**src/rtl/fft_pkg.sv**
```systemverilog
// rtl/fft_pkg.sv - shared FFT types, defaults and index bit-reversal helper
package fft_pkg;

  localparam int DEF_DATA_W = 16;
  localparam int DEF_NPTS   = 32;

  typedef logic [DEF_DATA_W-1:0] sample_t;

  typedef enum logic {
    IDLE   = 1'b0,
    STREAM = 1'b1
  } unload_state_e;

  // Reverses the low 'width' bits of idx; bits above width come back as zero.
  function automatic logic [31:0] bitrev(input logic [31:0] idx, input int width);
    logic [31:0] r;
    r = '0;
    for (int i = 0; i < 32; i++) begin
      if (i < width) r[5'(i)] = idx[5'(width - 1 - i)];
    end
    return r;
  endfunction

endpackage

```
**src/rtl/fft_pts_unloader_if.sv**
```systemverilog
// rtl/fft_pts_unloader_if.sv - frame load and serial output handshake bundle
interface fft_pts_unloader_if #(
  parameter int DATA_W = 16,
  parameter int NPTS   = 32,
  parameter int IDX_W  = $clog2(NPTS)
) ();

  logic [NPTS*DATA_W-1:0] par_in;
  logic                   load_valid;
  logic                   load_ready;
  logic                   bitrev_mode;
  logic [DATA_W-1:0]      out_data;
  logic                   out_valid;
  logic                   out_ready;
  logic                   out_last;
  logic [IDX_W-1:0]       out_index;
  logic                   overrun;
  logic                   clr_overrun;

  modport master (
    output par_in, load_valid, bitrev_mode, out_ready, clr_overrun,
    input  load_ready, out_data, out_valid, out_last, out_index, overrun
  );

  modport slave (
    input  par_in, load_valid, bitrev_mode, out_ready, clr_overrun,
    output load_ready, out_data, out_valid, out_last, out_index, overrun
  );

endinterface

```
**src/rtl/pts_frame_buffer.sv**
```systemverilog
// rtl/pts_frame_buffer.sv - NPTS x DATA_W frame register array with natural/bit-reversed read
module pts_frame_buffer
  import fft_pkg::*;
#(
  parameter int DATA_W = 16,
  parameter int NPTS   = 32,
  parameter int IDX_W  = $clog2(NPTS)
) (
  input  logic                   clk,
  input  logic                   load,
  input  logic [NPTS*DATA_W-1:0] par_in,
  input  logic [IDX_W-1:0]       rd_idx,
  input  logic                   rd_bitrev,
  output logic [DATA_W-1:0]      rd_data
);

  logic [DATA_W-1:0] mem [NPTS];
  logic [IDX_W-1:0]  rd_addr;

  always_ff @(posedge clk) begin
    if (load) begin
      for (int k = 0; k < NPTS; k++) mem[k] <= par_in[k*DATA_W +: DATA_W];
    end
  end

  assign rd_addr = rd_bitrev ? IDX_W'(bitrev(32'(rd_idx), IDX_W)) : rd_idx;
  assign rd_data = mem[rd_addr];

endmodule

```
**src/rtl/fft_pts_unloader.sv**
```systemverilog
// rtl/fft_pts_unloader.sv - parallel FFT frame to serial valid/ready stream unloader
module fft_pts_unloader
  import fft_pkg::*;
#(
  parameter int DATA_W = DEF_DATA_W,
  parameter int NPTS   = DEF_NPTS
) (
  input logic                clk,
  input logic                rst,
  fft_pts_unloader_if.slave  bus
);

  localparam int IDX_W = $clog2(NPTS);
  localparam logic [0:0] S_IDLE   = IDLE;
  localparam logic [0:0] S_STREAM = STREAM;

  logic [0:0]        state;
  logic [IDX_W-1:0]  count;
  logic              bitrev_q;
  logic [DATA_W-1:0] data_q;
  logic              overrun_q;
  logic [DATA_W-1:0] next_data;
  logic              valid;
  logic              last;
  logic              beat;
  logic              load_rdy;
  logic              load_acc;

  assign valid    = (state == S_STREAM);
  assign last     = valid && (count == IDX_W'(NPTS - 1));
  assign beat     = valid && bus.out_ready;
  assign load_rdy = (state == S_IDLE) || (beat && last);
  assign load_acc = bus.load_valid && load_rdy;

  // Reads the sample for the beat after the current one, so out_data can be registered.
  pts_frame_buffer #(.DATA_W(DATA_W), .NPTS(NPTS), .IDX_W(IDX_W)) u_buf (
    .clk       (clk),
    .load      (load_acc),
    .par_in    (bus.par_in),
    .rd_idx    (IDX_W'(count + 1'b1)),
    .rd_bitrev (bitrev_q),
    .rd_data   (next_data)
  );

  always_ff @(posedge clk) begin
    if (rst) begin
      state     <= S_IDLE;
      count     <= '0;
      bitrev_q  <= 1'b0;
      data_q    <= '0;
      overrun_q <= 1'b0;
    end else begin
      // Index 0 bit-reverses to 0, so the first beat comes straight from par_in.
      if (load_acc) begin
        state    <= S_STREAM;
        count    <= '0;
        bitrev_q <= bus.bitrev_mode;
        data_q   <= bus.par_in[DATA_W-1:0];
      end else if (beat) begin
        if (last) begin
          state <= S_IDLE;
          count <= '0;
        end else begin
          count  <= IDX_W'(count + 1'b1);
          data_q <= next_data;
        end
      end
      if (bus.load_valid && !load_rdy) overrun_q <= 1'b1;
      else if (bus.clr_overrun)        overrun_q <= 1'b0;
    end
  end

  assign bus.load_ready = load_rdy;
  assign bus.out_valid  = valid;
  assign bus.out_data   = data_q;
  assign bus.out_last   = last;
  assign bus.out_index  = count;
  assign bus.overrun    = overrun_q;

endmodule

```
**src/flat_wrapper.sv**
```systemverilog
// flat-port wrapper written by rule: the top's interface ports become plain ports
module fft_pts_unloader_flat import fft_pkg::*;
#(
  parameter int DATA_W = DEF_DATA_W,
  parameter int NPTS   = DEF_NPTS
)
  (clk, rst, bus_par_in, bus_load_valid, bus_bitrev_mode, bus_out_ready, bus_clr_overrun, bus_load_ready, bus_out_data, bus_out_valid, bus_out_last, bus_out_index, bus_overrun);
  fft_pts_unloader_if #(.DATA_W(DATA_W), .NPTS(NPTS)) bus_i ();
  input logic clk;
  input logic rst;
  input wire logic [$bits(bus_i.par_in)-1:0] bus_par_in;
  input wire logic [$bits(bus_i.load_valid)-1:0] bus_load_valid;
  input wire logic [$bits(bus_i.bitrev_mode)-1:0] bus_bitrev_mode;
  input wire logic [$bits(bus_i.out_ready)-1:0] bus_out_ready;
  input wire logic [$bits(bus_i.clr_overrun)-1:0] bus_clr_overrun;
  output wire logic [$bits(bus_i.load_ready)-1:0] bus_load_ready;
  output wire logic [$bits(bus_i.out_data)-1:0] bus_out_data;
  output wire logic [$bits(bus_i.out_valid)-1:0] bus_out_valid;
  output wire logic [$bits(bus_i.out_last)-1:0] bus_out_last;
  output wire logic [$bits(bus_i.out_index)-1:0] bus_out_index;
  output wire logic [$bits(bus_i.overrun)-1:0] bus_overrun;
  assign bus_i.par_in = bus_par_in;
  assign bus_i.load_valid = bus_load_valid;
  assign bus_i.bitrev_mode = bus_bitrev_mode;
  assign bus_i.out_ready = bus_out_ready;
  assign bus_i.clr_overrun = bus_clr_overrun;
  assign bus_load_ready = bus_i.load_ready;
  assign bus_out_data = bus_i.out_data;
  assign bus_out_valid = bus_i.out_valid;
  assign bus_out_last = bus_i.out_last;
  assign bus_out_index = bus_i.out_index;
  assign bus_overrun = bus_i.overrun;
  fft_pts_unloader #(.DATA_W(DATA_W), .NPTS(NPTS)) u_core (.clk(clk), .rst(rst), .bus(bus_i));
endmodule
```
**config.mk**
```make
export PLATFORM = sky130hd
export DESIGN_NAME = fft_pts_unloader_flat
export DESIGN_NICKNAME = d
export VERILOG_FILES = /design/src/rtl/fft_pkg.sv /design/src/rtl/fft_pts_unloader_if.sv /design/src/rtl/pts_frame_buffer.sv /design/src/rtl/fft_pts_unloader.sv /design/src/flat_wrapper.sv
export SDC_FILE = /design/constraint.sdc
export NUM_CORES = 1
export LEC_CHECK = 0
export ABC_AREA = 1
export CAP_MARGIN = 10
export CORE_ASPECT_RATIO = 1.4
export CORE_MARGIN = 5
export CORE_UTILIZATION = 50
export DETAILED_ROUTE_END_ITERATION = 8
export PLACE_DENSITY = 0.89
export SYNTH_ARGS = -nofsm -noshare
export SYNTH_HDL_FRONTEND = slang
export SYNTH_SLANG_ARGS = --single-unit
```
**constraint.sdc**
```tcl
create_clock -name clk -period 50.9 [get_ports clk]
set_input_delay 7.635 -clock clk [delete_from_list [all_inputs] [get_ports clk]]
set_output_delay 7.635 -clock clk [all_outputs]
set_load 0.01 [all_outputs]
```
== Yosys cells after proc, flatten, opt, wreduce, memory -nomap -nowiden ==
Memory sizes are Yosys's and may differ from the RTL's.
Index checks and enable logic that the tools add are counted.

* Memory bits (writable): 512
* Bits of input ports: 518
* Bits in registers: 24
* Output and inout port bits: 25
* Memories: 1
* Logic and storage cells: 35

* Equality and inequality tests: 2
* Bitwise operators: 1
* $add $sub $neg: 1
* Muxes and demuxes: 12
* Reductions and logical operators: 13

{| class="wikitable"
|+ Memories
! name !! depth !! bits a word !! rd ports !! clocked after memory_dff !! wr ports !! RTL line !! text
|-
| u_core.u_buf.mem || 32 || 16 || 1 || 0 || 32 || pts_frame_buffer.sv:17 || <nowiki>logic [DATA_W-1:0] mem [NPTS];</nowiki>
|}

{| class="wikitable"
|+ Operator list
! kind !! number
|-
| $mux W16 || 3
|-
| $mux W5 || 2
|-
| $mux W1 || 7
|-
| $reduce_bool A2 Y1 || 3
|-
| $add A5 B1 Y5 const B || 1
|-
| $eq A5 B5 Y1 const B || 1
|-
| $logic_and A1 B1 Y1 || 5
|-
| $reduce_and A2 Y1 || 2
|-
| $ne A2 B2 Y1 const B || 1
|-
| $reduce_or A2 Y1 || 1
|-
| $logic_not A1 Y1 || 1
|-
| $logic_or A1 B1 Y1 || 1
|-
| $not A1 Y1 || 1
|}

== Logic depth before layout (Yosys ltp) ==
Gate-level depths: netlist of run 1.

* Depth in word-level cells: 7
* Gate-level depth with buffers: 20
* Gate-level depth less buffers: 18

== Hierarchy ==
From an unflattened synthesis of run 1, not the netlist that was laid out.

* Cell total of the unflattened synthesis: 2,339
* Area, all modules: 23,979.2 µm²

{| class="wikitable"
|+ By module, submodules not included
! module !! area an instance (µm²) !! instances !! sequential area each (µm²) !! cells an instance
|-
| pts_frame_buffer || 22,658.0 || 1 || 15,374.7 || 2,143
|-
| fft_pts_unloader || 1,321.3 || 1 || 480.5 || 196
|}

== Worst setup path before layout of run 1 ==
No wires, ideal clock.

* Kind: input to register
* Start point: input bus_out_ready
* End point: register u_core.data_q[4], in the netlist u_core.bus.out_data[4]
* Buffers on the path: 1
* Stages on the path: 9
* Required time: 50,833 ps
* Arrival: 35,490 ps
* Slack: 15,343 ps
* Setup time: 67 ps
* Cell sequence: inv_1 > o21ai_1 > inv_1 > nor2_1 > clkinv_1 > buf_2 > nand3_1 > nand2_1 > a21oi_2

* Cells in the longest elaborated chain, start to end: 6
* Elaborated cells on any way between the ends: 8
* Those cells by class: eq/ne (1); mux (1); reduce/logical (6)

{| class="wikitable"
|+ RTL lines
! what !! RTL line !! text
|-
| start: declaration || flat_wrapper.sv:14 || <nowiki>input wire logic [$bits(bus_i.out_ready)-1:0] bus_out_ready;</nowiki>
|-
| $logic_and A1 B1 Y1 (*) || fft_pts_unloader.sv:31 || <nowiki>assign beat = valid && bus.out_ready;</nowiki>
|-
| $logic_and A1 B1 Y1 (*) || fft_pts_unloader.sv:32 || <nowiki>assign load_rdy = (state == S_IDLE) || (beat && last);</nowiki>
|-
| $logic_or A1 B1 Y1 (*) || fft_pts_unloader.sv:32 ||
|-
| net bus_load_ready || flat_wrapper.sv:16 || <nowiki>output wire logic [$bits(bus_i.load_ready)-1:0] bus_load_ready;</nowiki>
|-
| $logic_and A1 B1 Y1 (*) || fft_pts_unloader.sv:33 || <nowiki>assign load_acc = bus.load_valid && load_rdy;</nowiki>
|-
| net u_core.load_acc || fft_pts_unloader.sv:27 || <nowiki>logic load_acc;</nowiki>
|-
| $ne A2 B2 Y1 (no line) or $reduce_bool A2 Y1 (tied branches) || n/a ||
|-
| $reduce_and A2 Y1 (no line) || n/a ||
|-
| end signal: assignment || fft_pts_unloader.sv:58 || <nowiki>data_q <= bus.par_in[DATA_W-1:0];</nowiki>
|-
| end signal: assignment || fft_pts_unloader.sv:65 || <nowiki>data_q <= next_data;</nowiki>
|-
| end: declaration || fft_pts_unloader.sv:20 || <nowiki>logic [DATA_W-1:0] data_q;</nowiki>
|}

The timed path passes the listed nets; every way through them passes the cells marked *.
A chain may end at the register's enable or synchronous reset.

== Final worst setup path of run 1 ==
* Start point: input bus_out_ready
* End point: output bus_load_ready

* Cells in the longest elaborated chain, start to end: 3

{| class="wikitable"
|+ RTL lines
! what !! RTL line
|-
| $logic_and A1 B1 Y1 || fft_pts_unloader.sv:31
|-
| $logic_and A1 B1 Y1 || fft_pts_unloader.sv:32
|-
| $logic_or A1 B1 Y1 || fft_pts_unloader.sv:32
|-
| end: declaration || flat_wrapper.sv:16
|}

Every way passes these cells.

==> flow_summary.toml, run 1 <==
[sta]
fmax_mhz = 59.9
timing.final.setup_violations = 0
worst_slew_pin_slew_ns = 1.24
setup_tns_ns = 0
final_critical_path_setup_slack_ns = 34.19
share_of_the_cycle_needed_by_the_critical_path_after_routing_pct = 32.8
hold_violations = 0
final.hold.worst_slack_ns = 0.471
worst_slew_margin_rel_pct = 17.2
layout_min_cycle_time_ns = 16.71
finClkSkew_ns = 0.0209
grt_setup_unrepaired = "false"
timing.final.max_slew_violations = 0

[final_layout]
fillers = 3288
area_growth_syn_to_layout_pct = 31.0
final_net_count = 3309
finalCoreUtilization_pct = 65.9
post_route_cells_drive_above_1_share_pct = 3.92
commonest_non_fill_non_tap_cell_in_the_layout = "sky130_fd_sc_hd__nand2_1"
multi_input_comb_area_um2 = 6110
top_library_cells_by_usage_in_the_layout_fill_and_taps_aside = "sky130_fd_sc_hd__nand2_1, sky130_fd_sc_hd__clkdlybuf4s50_1, sky130_fd_sc_hd__edfxtp_1"
register_area_um2 = 15900

[clocking]
clock_tree.buffer_depth = 3
numCtsBuffers = 50
count_of_instances_resized_after_the_clock_tree_is_built = 0
postCtsSetupRepairBufs = 0
postCtsHoldBufs = 0
clock-root-buffer = "sky130_fd_sc_hd__clkbuf_16"
worst_skew_pair.late_latency_ns = 0.59
tritoncts_num_sinks = 536
h-tree-depth = 2
tritoncts = "yes"
worst_setup_hold_path_clk_slew_ns = 0.06

[logic_synthesis]
leading_cell_types_by_total_area_after_synthesis = "sky130_fd_sc_hd__edfxtp_1, sky130_fd_sc_hd__nand2_1, sky130_fd_sc_hd__nand3_1, sky130_fd_sc_hd__inv_1, sky130_fd_sc_hd__dfxtp_1"
post_synthesis_instance_area_um2 = 23600
ys_seq_elements = 536
yosys.area.top_type_share_pct = 65.1
library_cell_occupying_the_most_area_in_the_post_synthesis_netlist = "sky130_fd_sc_hd__edfxtp_1"
syn_inst = 2316
ys_seq_area_share_pct = 67.2
synth_area_per_cell_um2 = 10.2
synthesis.yosys.warnings = 0
synthesized_nets = 2836
yosys.cell_types.count = 30

[floorplanning]
floorplan.initialDensity_pct = 50.3
floorplan.die.height_um = 267
chipWidth_um = 194
die_outline_area_um2 = 51700
core_region_area_um2 = 46900
rows = 94
io_pins = 543

[grt]
grt_antenna_before_repair = 23
grt_pass1_wl_um = 116000
grt_pass1_vias = 19600
maximum_number_of_pins_on_one_net_before_global_route_repair = 97
gr-usage-all-layers_pct = 29.7
residual_overflow_from_global_routing = 0

[detailed_routing]
drt.antenna.violating_nets = 0
met2RoutedLength_um = 40500
topRoutingLayerUsed = "met5"
routed_via_density = 5.58
drc = 0
avgRoutedWirePerCell_um = 23.0
dr_wl_met3_um = 7400
drt_first_iter_violations = 2578
wl_um = 80000
drt_first_pass_iters = 6
overall_via_count_from_detail_route = 19400
drt-met1-wl_um = 26000

[power_and_ir_drop]
pwr_density_cell_nw_per_um2 = 33.5
overall_power_consumption_uw = 1030
irDropWorstVdd_mv = 0.0271
static-leakage-power_uw = 0.0128

[worst_setup_path]
crit_path_end_kind = "output port"
startpoint_type = "input port"
crit_top_cell = "sky130_fd_sc_hd__clkdlybuf4s50_1"
worst_path_max_delay_cell = "sky130_fd_sc_hd__clkdlybuf4s50_1"
crit_chain = "clkdlybuf4s50_1, inv_1, o21ai_1, clkdlybuf4s50_1"
timing.critical_path.slowest_cell_delay_ns = 0.60
worst-endpoint-arrival_ns = 9.07
critical_path.max_fanout = 3
criticalPathCategory = "input port to output port"
timing.critical_path.required_ns = 43.26

[placed_design]
buffer_ports.inserted = 542
post_placement_worst_setup_slack_ns = 34.18
gpl.final_weighted_congestion = 0.918
dp.final_hpwl_um = 55600

[hold_path]
holdCritPathClass = "flip-flop to flip-flop"

[run]
drv_cap = 0

[status]
run_status = "finished clean"
## worst paths after layout
kind	from	endpoint	slack, ns	cells after the start
hold / removal	u_core.bus.out_data[6]	u_core.bus.out_data[6]	0.47	2
setup / recovery	bus_out_ready	bus_load_ready	34.19	4
hold reg to reg	u_core.bus.out_data[6]	u_core.bus.out_data[6]	0.47	2
setup reg to reg	u_core.bus.out_index[0]	u_core.u_buf.mem[26][14]	45.27	11
## where the power goes
part	total, uW	switching, uW	leakage [uW]	internal (uW)
logic	145	81.9	0.00696	62.6
clock network	369	164	0.000755	205
registers	521	8.17	0.00507	513
total	1030	254	0.0128	780
## metrics by stage
stage	std cells	area, um^2
4_1_cts	3453	30800
6_report	3474	30900
5_1_grt	3473	30900
3_3_place_gp	3360	29300
2_1_floorplan	2316	23600
3_5_place_dp	3360	29300
## critical path, delay by kind of cell
| family | cells | cell delay [ns] |
|---|---|---|
| compound gates | 1 | 0.25 |
| buf+inv | 3 | 1.19 |
## kinds of logic (layout without fill, tap and decap cells)
group | Yosys count | count (layout) | share of synthesized area [%]
and+or+nand+nor | 1306 | 1306 | 23.9
buffers and inverters | 396 | 910 | 7.22
other | 0 | 20 | 0
AOI/OAI and AO/OA | 76 | 76 | 1.66
DFF | 536 | 536 | 67.2
adders and majority gates | 2 | 2 | 0.106
## registers in the layout, indices dropped and copies added, names as in the netlist
signal	cells
u_core.bus.out_index	5
u_core.bus.out_valid	1
u_core.bus.out_data	16
u_core.bitrev_q	1
u_core.bus.overrun	1
u_core.u_buf.mem	512
## area by class of cell
| class | instances | share of cell area, % |
|---|---|---|
| multi-input cells | 1384 | 19.8 |
| clock inverters | 17 | 0.461 |
| flip-flops and latches | 536 | 51.3 |
| clock buffers | 76 | 4.63 |
| well taps | 624 | 2.52 |
| repair buffers | 561 | 18.1 |
| inverters | 256 | 3.12 |
| diodes | 20 | 0.162 |
## synthesized netlist by cell type
cell type                  instances
sky130_fd_sc_hd__nand2_4           1
sky130_fd_sc_hd__clkbuf_1         31
sky130_fd_sc_hd__clkinv_1          5
sky130_fd_sc_hd__nand3_1         449
sky130_fd_sc_hd__inv_2             5
sky130_fd_sc_hd__buf_2            81
sky130_fd_sc_hd__a211oi_1          1
sky130_fd_sc_hd__nand3_2           2
sky130_fd_sc_hd__inv_4             1
sky130_fd_sc_hd__or2_0             1
sky130_fd_sc_hd__clkbuf_2          1
sky130_fd_sc_hd__nand2_1         773
sky130_fd_sc_hd__a22oi_1           2
sky130_fd_sc_hd__nor3_1            1
sky130_fd_sc_hd__o21ai_1          30
sky130_fd_sc_hd__buf_4            18
sky130_fd_sc_hd__dfxtp_1          24
sky130_fd_sc_hd__inv_1           245
sky130_fd_sc_hd__o21ai_0          22
sky130_fd_sc_hd__buf_1             3
sky130_fd_sc_hd__or2_2             1
sky130_fd_sc_hd__nand2_2           7
sky130_fd_sc_hd__edfxtp_1        512
sky130_fd_sc_hd__nand3b_1         32
sky130_fd_sc_hd__a21oi_1          20
sky130_fd_sc_hd__nand4_1           2
sky130_fd_sc_hd__a21oi_2           1
sky130_fd_sc_hd__buf_6             6
sky130_fd_sc_hd__nor2_1           37
sky130_fd_sc_hd__ha_1              2
## metal layers
| metal | global-route usage [%] | vias to the layer above |
|---|---|---|
| met5 | 0 | - |
| met4 | 19.6 | 6 |
| li1 | - | 8666 |
| met2 | 51.3 | 1408 |
| met1 | 33.3 | 9028 |
| met3 | 6.34 | 275 |
Power figures use the tool's default switching activity.
==> run 2, diff against run 1 <==
--- a/config.mk
+++ b/config.mk
@@ -9,9 +9,9 @@
 export CAP_MARGIN = 10
 export CORE_ASPECT_RATIO = 1.4
 export CORE_MARGIN = 5
-export CORE_UTILIZATION = 50
+export CORE_UTILIZATION = 46
 export DETAILED_ROUTE_END_ITERATION = 8
-export PLACE_DENSITY = 0.89
+export PLACE_DENSITY = 0.86
 export SYNTH_ARGS = -nofsm -noshare
 export SYNTH_HDL_FRONTEND = slang
 export SYNTH_SLANG_ARGS = --single-unit
==> constraint.sdc (replaced) <==
create_clock -name clk -period 14.5 [get_ports clk]
set_input_delay 2.175 -clock clk [delete_from_list [all_inputs] [get_ports clk]]
set_output_delay 2.175 -clock clk [all_outputs]
set_load 0.01 [all_outputs]
==> run 2 against run 1 <==
  * Non-clock buffer count shrank 3
  * Sequential power grew to 3.5 times the previous value
  * Clock power grew to 3.5 times the previous value
  * Highest routed layer unchanged
  * Worst setup slack lost 26 ns
  * Largest power group unchanged
  * Register-to-register slack lost 36 ns
  * Cell area is essentially flat
==> flow_summary.toml, run 2 (synthesis results as in run 1) <==
[hold_path]
min_path_cells = 2
holdCritPathClass = "flip-flop to flip-flop"
timing.hold.worst_endpoint = "u_core.bus.out_data[13]"
min-delay-start = "u_core.bus.out_data[13]"

[worst_setup_path]
ff2ff_path_depth = 11
regToRegEndpoint = "u_core.u_buf.mem[9][7]"
crit_path_end_kind = "flip-flop"
worst-r2r-setup-slack_ns = 8.95
criticalPathCategory = "input port to flip-flop"
timing.critical_path.required_ns = 14.70
worst-endpoint-arrival_ns = 6.10
startpoint_type = "input port"
rr_startpoint = "u_core.bus.out_index[0]"
critical_path.max_fanout = 190

[floorplanning]
rows = 98
chipWidth_um = 201
floorplan.die.height_um = 278
io_pins = 543
die_outline_area_um2 = 56000
floorplan.initialDensity_pct = 46.3
core_region_area_um2 = 51000

[status]
run_status = "finished clean"

[sta]
fmax_mhz = 170
final_critical_path_setup_slack_ns = 8.60
grt_setup_unrepaired = "false"
worst_slew_margin_rel_pct = 16.5
finClkSkew_ns = 0.0136
layout_min_cycle_time_ns = 5.90
timing.final.setup_violations = 0
setup_tns_ns = 0
hold_violations = 0
timing.final.max_slew_violations = 0
share_of_the_cycle_needed_by_the_critical_path_after_routing_pct = 40.7
worst_slew_pin_slew_ns = 1.25

[clocking]
tritoncts = "yes"
clock-root-buffer = "sky130_fd_sc_hd__clkbuf_16"
worst_skew_pair.late_latency_ns = 0.60
tritoncts_num_sinks = 536
h-tree-depth = 2
postCtsSetupRepairBufs = 0
postCtsHoldBufs = 0
clock_tree.buffer_depth = 3
count_of_instances_resized_after_the_clock_tree_is_built = 0
worst_setup_hold_path_clk_slew_ns = 0.06
numCtsBuffers = 53

[power_and_ir_drop]
power_frac_seq_pct = 50.5
irDropWorstVdd_mv = 0.107
pwr_density_cell_nw_per_um2 = 117
power.share.combinational_pct = 13.9
pwr-share-clk_pct = 35.6
cellInternalPower_uw = 2730
power_switching_uw = 896
overall_power_consumption_uw = 3630
switching_share_pct = 24.7
static-leakage-power_uw = 0.0128

[placed_design]
dp.final_hpwl_um = 54800
placedCellCount = 3384
post_placement_worst_setup_slack_ns = 8.13
gpl.final_weighted_congestion = 0.892
buffer_ports.inserted = 542

[detailed_routing]
wl_um = 78600
drt_first_iter_violations = 1681
overall_via_count_from_detail_route = 18900
avgRoutedWirePerCell_um = 22.5
routed_via_density = 5.40
drt.antenna.violating_nets = 0
drc = 0
drt_first_pass_iters = 5

[grt]
gr-usage-all-layers_pct = 27.0
maximum_number_of_pins_on_one_net_before_global_route_repair = 191
residual_overflow_from_global_routing = 0
grt_pass1_wl_um = 115000
grt_antenna_before_repair = 16
grt_pass1_vias = 19300

[final_layout]
final_net_count = 3309
top_library_cells_by_usage_in_the_layout_fill_and_taps_aside = "sky130_fd_sc_hd__nand2_1, sky130_fd_sc_hd__clkdlybuf4s50_1, sky130_fd_sc_hd__edfxtp_1"
multi_input_comb_area_um2 = 6120
area_growth_syn_to_layout_pct = 31.0
post_route_cells_drive_above_1_share_pct = 4.03
register_area_um2 = 15900
commonest_non_fill_non_tap_cell_in_the_layout = "sky130_fd_sc_hd__nand2_1"
top_register = "u_core.u_buf.mem"
fillers = 3919
largest_register_ffs = 512
final_cells = 3495
finalCoreUtilization_pct = 60.6

[run]
drv_cap = 0
==> run 2: changes by cell type in the layout (fill, tap and decap cells not counted), sizes merged <==
cell and change:
clkinv +13, clkbuf -10, diode -5, buf -3, clkinvlp -1, inv +1
==> run 2: worst max-delay path by stage <==
stage,start,to,slack (ns),cells after the start
3_3_place_gp,bus_out_ready,u_core.u_buf.mem[26][15],8.34,8
6_report,bus_out_ready,u_core.u_buf.mem[9][7],8.60,8
5_1_grt,bus_out_ready,u_core.u_buf.mem[13][11],8.43,8
4_1_cts,bus_out_ready,bus_load_ready,8.67,4
3_5_place_dp,bus_out_ready,u_core.u_buf.mem[26][15],8.13,8
2_1_floorplan,bus_out_ready,u_core.bus.out_data[4],1.88,10
==> run 2: layout make-up <==
| cell class | instances | share of cell area [%] |
|---|---|---|
| clock inverter | 30 | 0.667 |
| sequential | 536 | 51.3 |
| clock buffer | 66 | 4.45 |
| tap | 650 | 2.63 |
| multi-input combinational | 1384 | 19.8 |
| timing repair buffer | 558 | 18.0 |
| antenna | 15 | 0.121 |
| inverter | 256 | 3.11 |
==> run 2: through the flow <==
stage | cell area, um^2 | hold slack, ns
after global placement | 29300 | 0.456
final | 30900 | 0.470
after CTS | 30900 | 0.470
after global routing | 30900 | 0.480
after detailed placement | 29300 | 0.460
after floorplan | 23600 | 0.487
==> run 2: power by group through the flow <==
stage	Sequential, uW	Combinational (uW)	Clock (uW)
after floorplan	1870	236	0
after global placement	1860	495	0
after detailed placement	1860	503	0
after CTS	1830	508	1310
after global routing	1830	548	1370
final	1830	506	1290
==> run 2: critical path: stages <==
cell and delay [ns]:
sky130_fd_sc_hd__clkdlybuf4s50_1 0.51, sky130_fd_sc_hd__inv_1 0.07, sky130_fd_sc_hd__o21ai_1 0.25, sky130_fd_sc_hd__inv_1 0.14, sky130_fd_sc_hd__nor2_4 0.09, sky130_fd_sc_hd__buf_4 0.78
sky130_fd_sc_hd__buf_12 0.68, sky130_fd_sc_hd__buf_4 1.04
==> run 2: per-layer routing <==
layer	vias up	part of all wire, %	wire length, um	track usage, %
met5	-	0.017	13	0
met4	2	6.4	5030	15.9
met3	219	7.3	5760	4.65
met2	1110	51	40200	47.1
met1	8868	35	27600	31.3
li1	8673	-	-	-
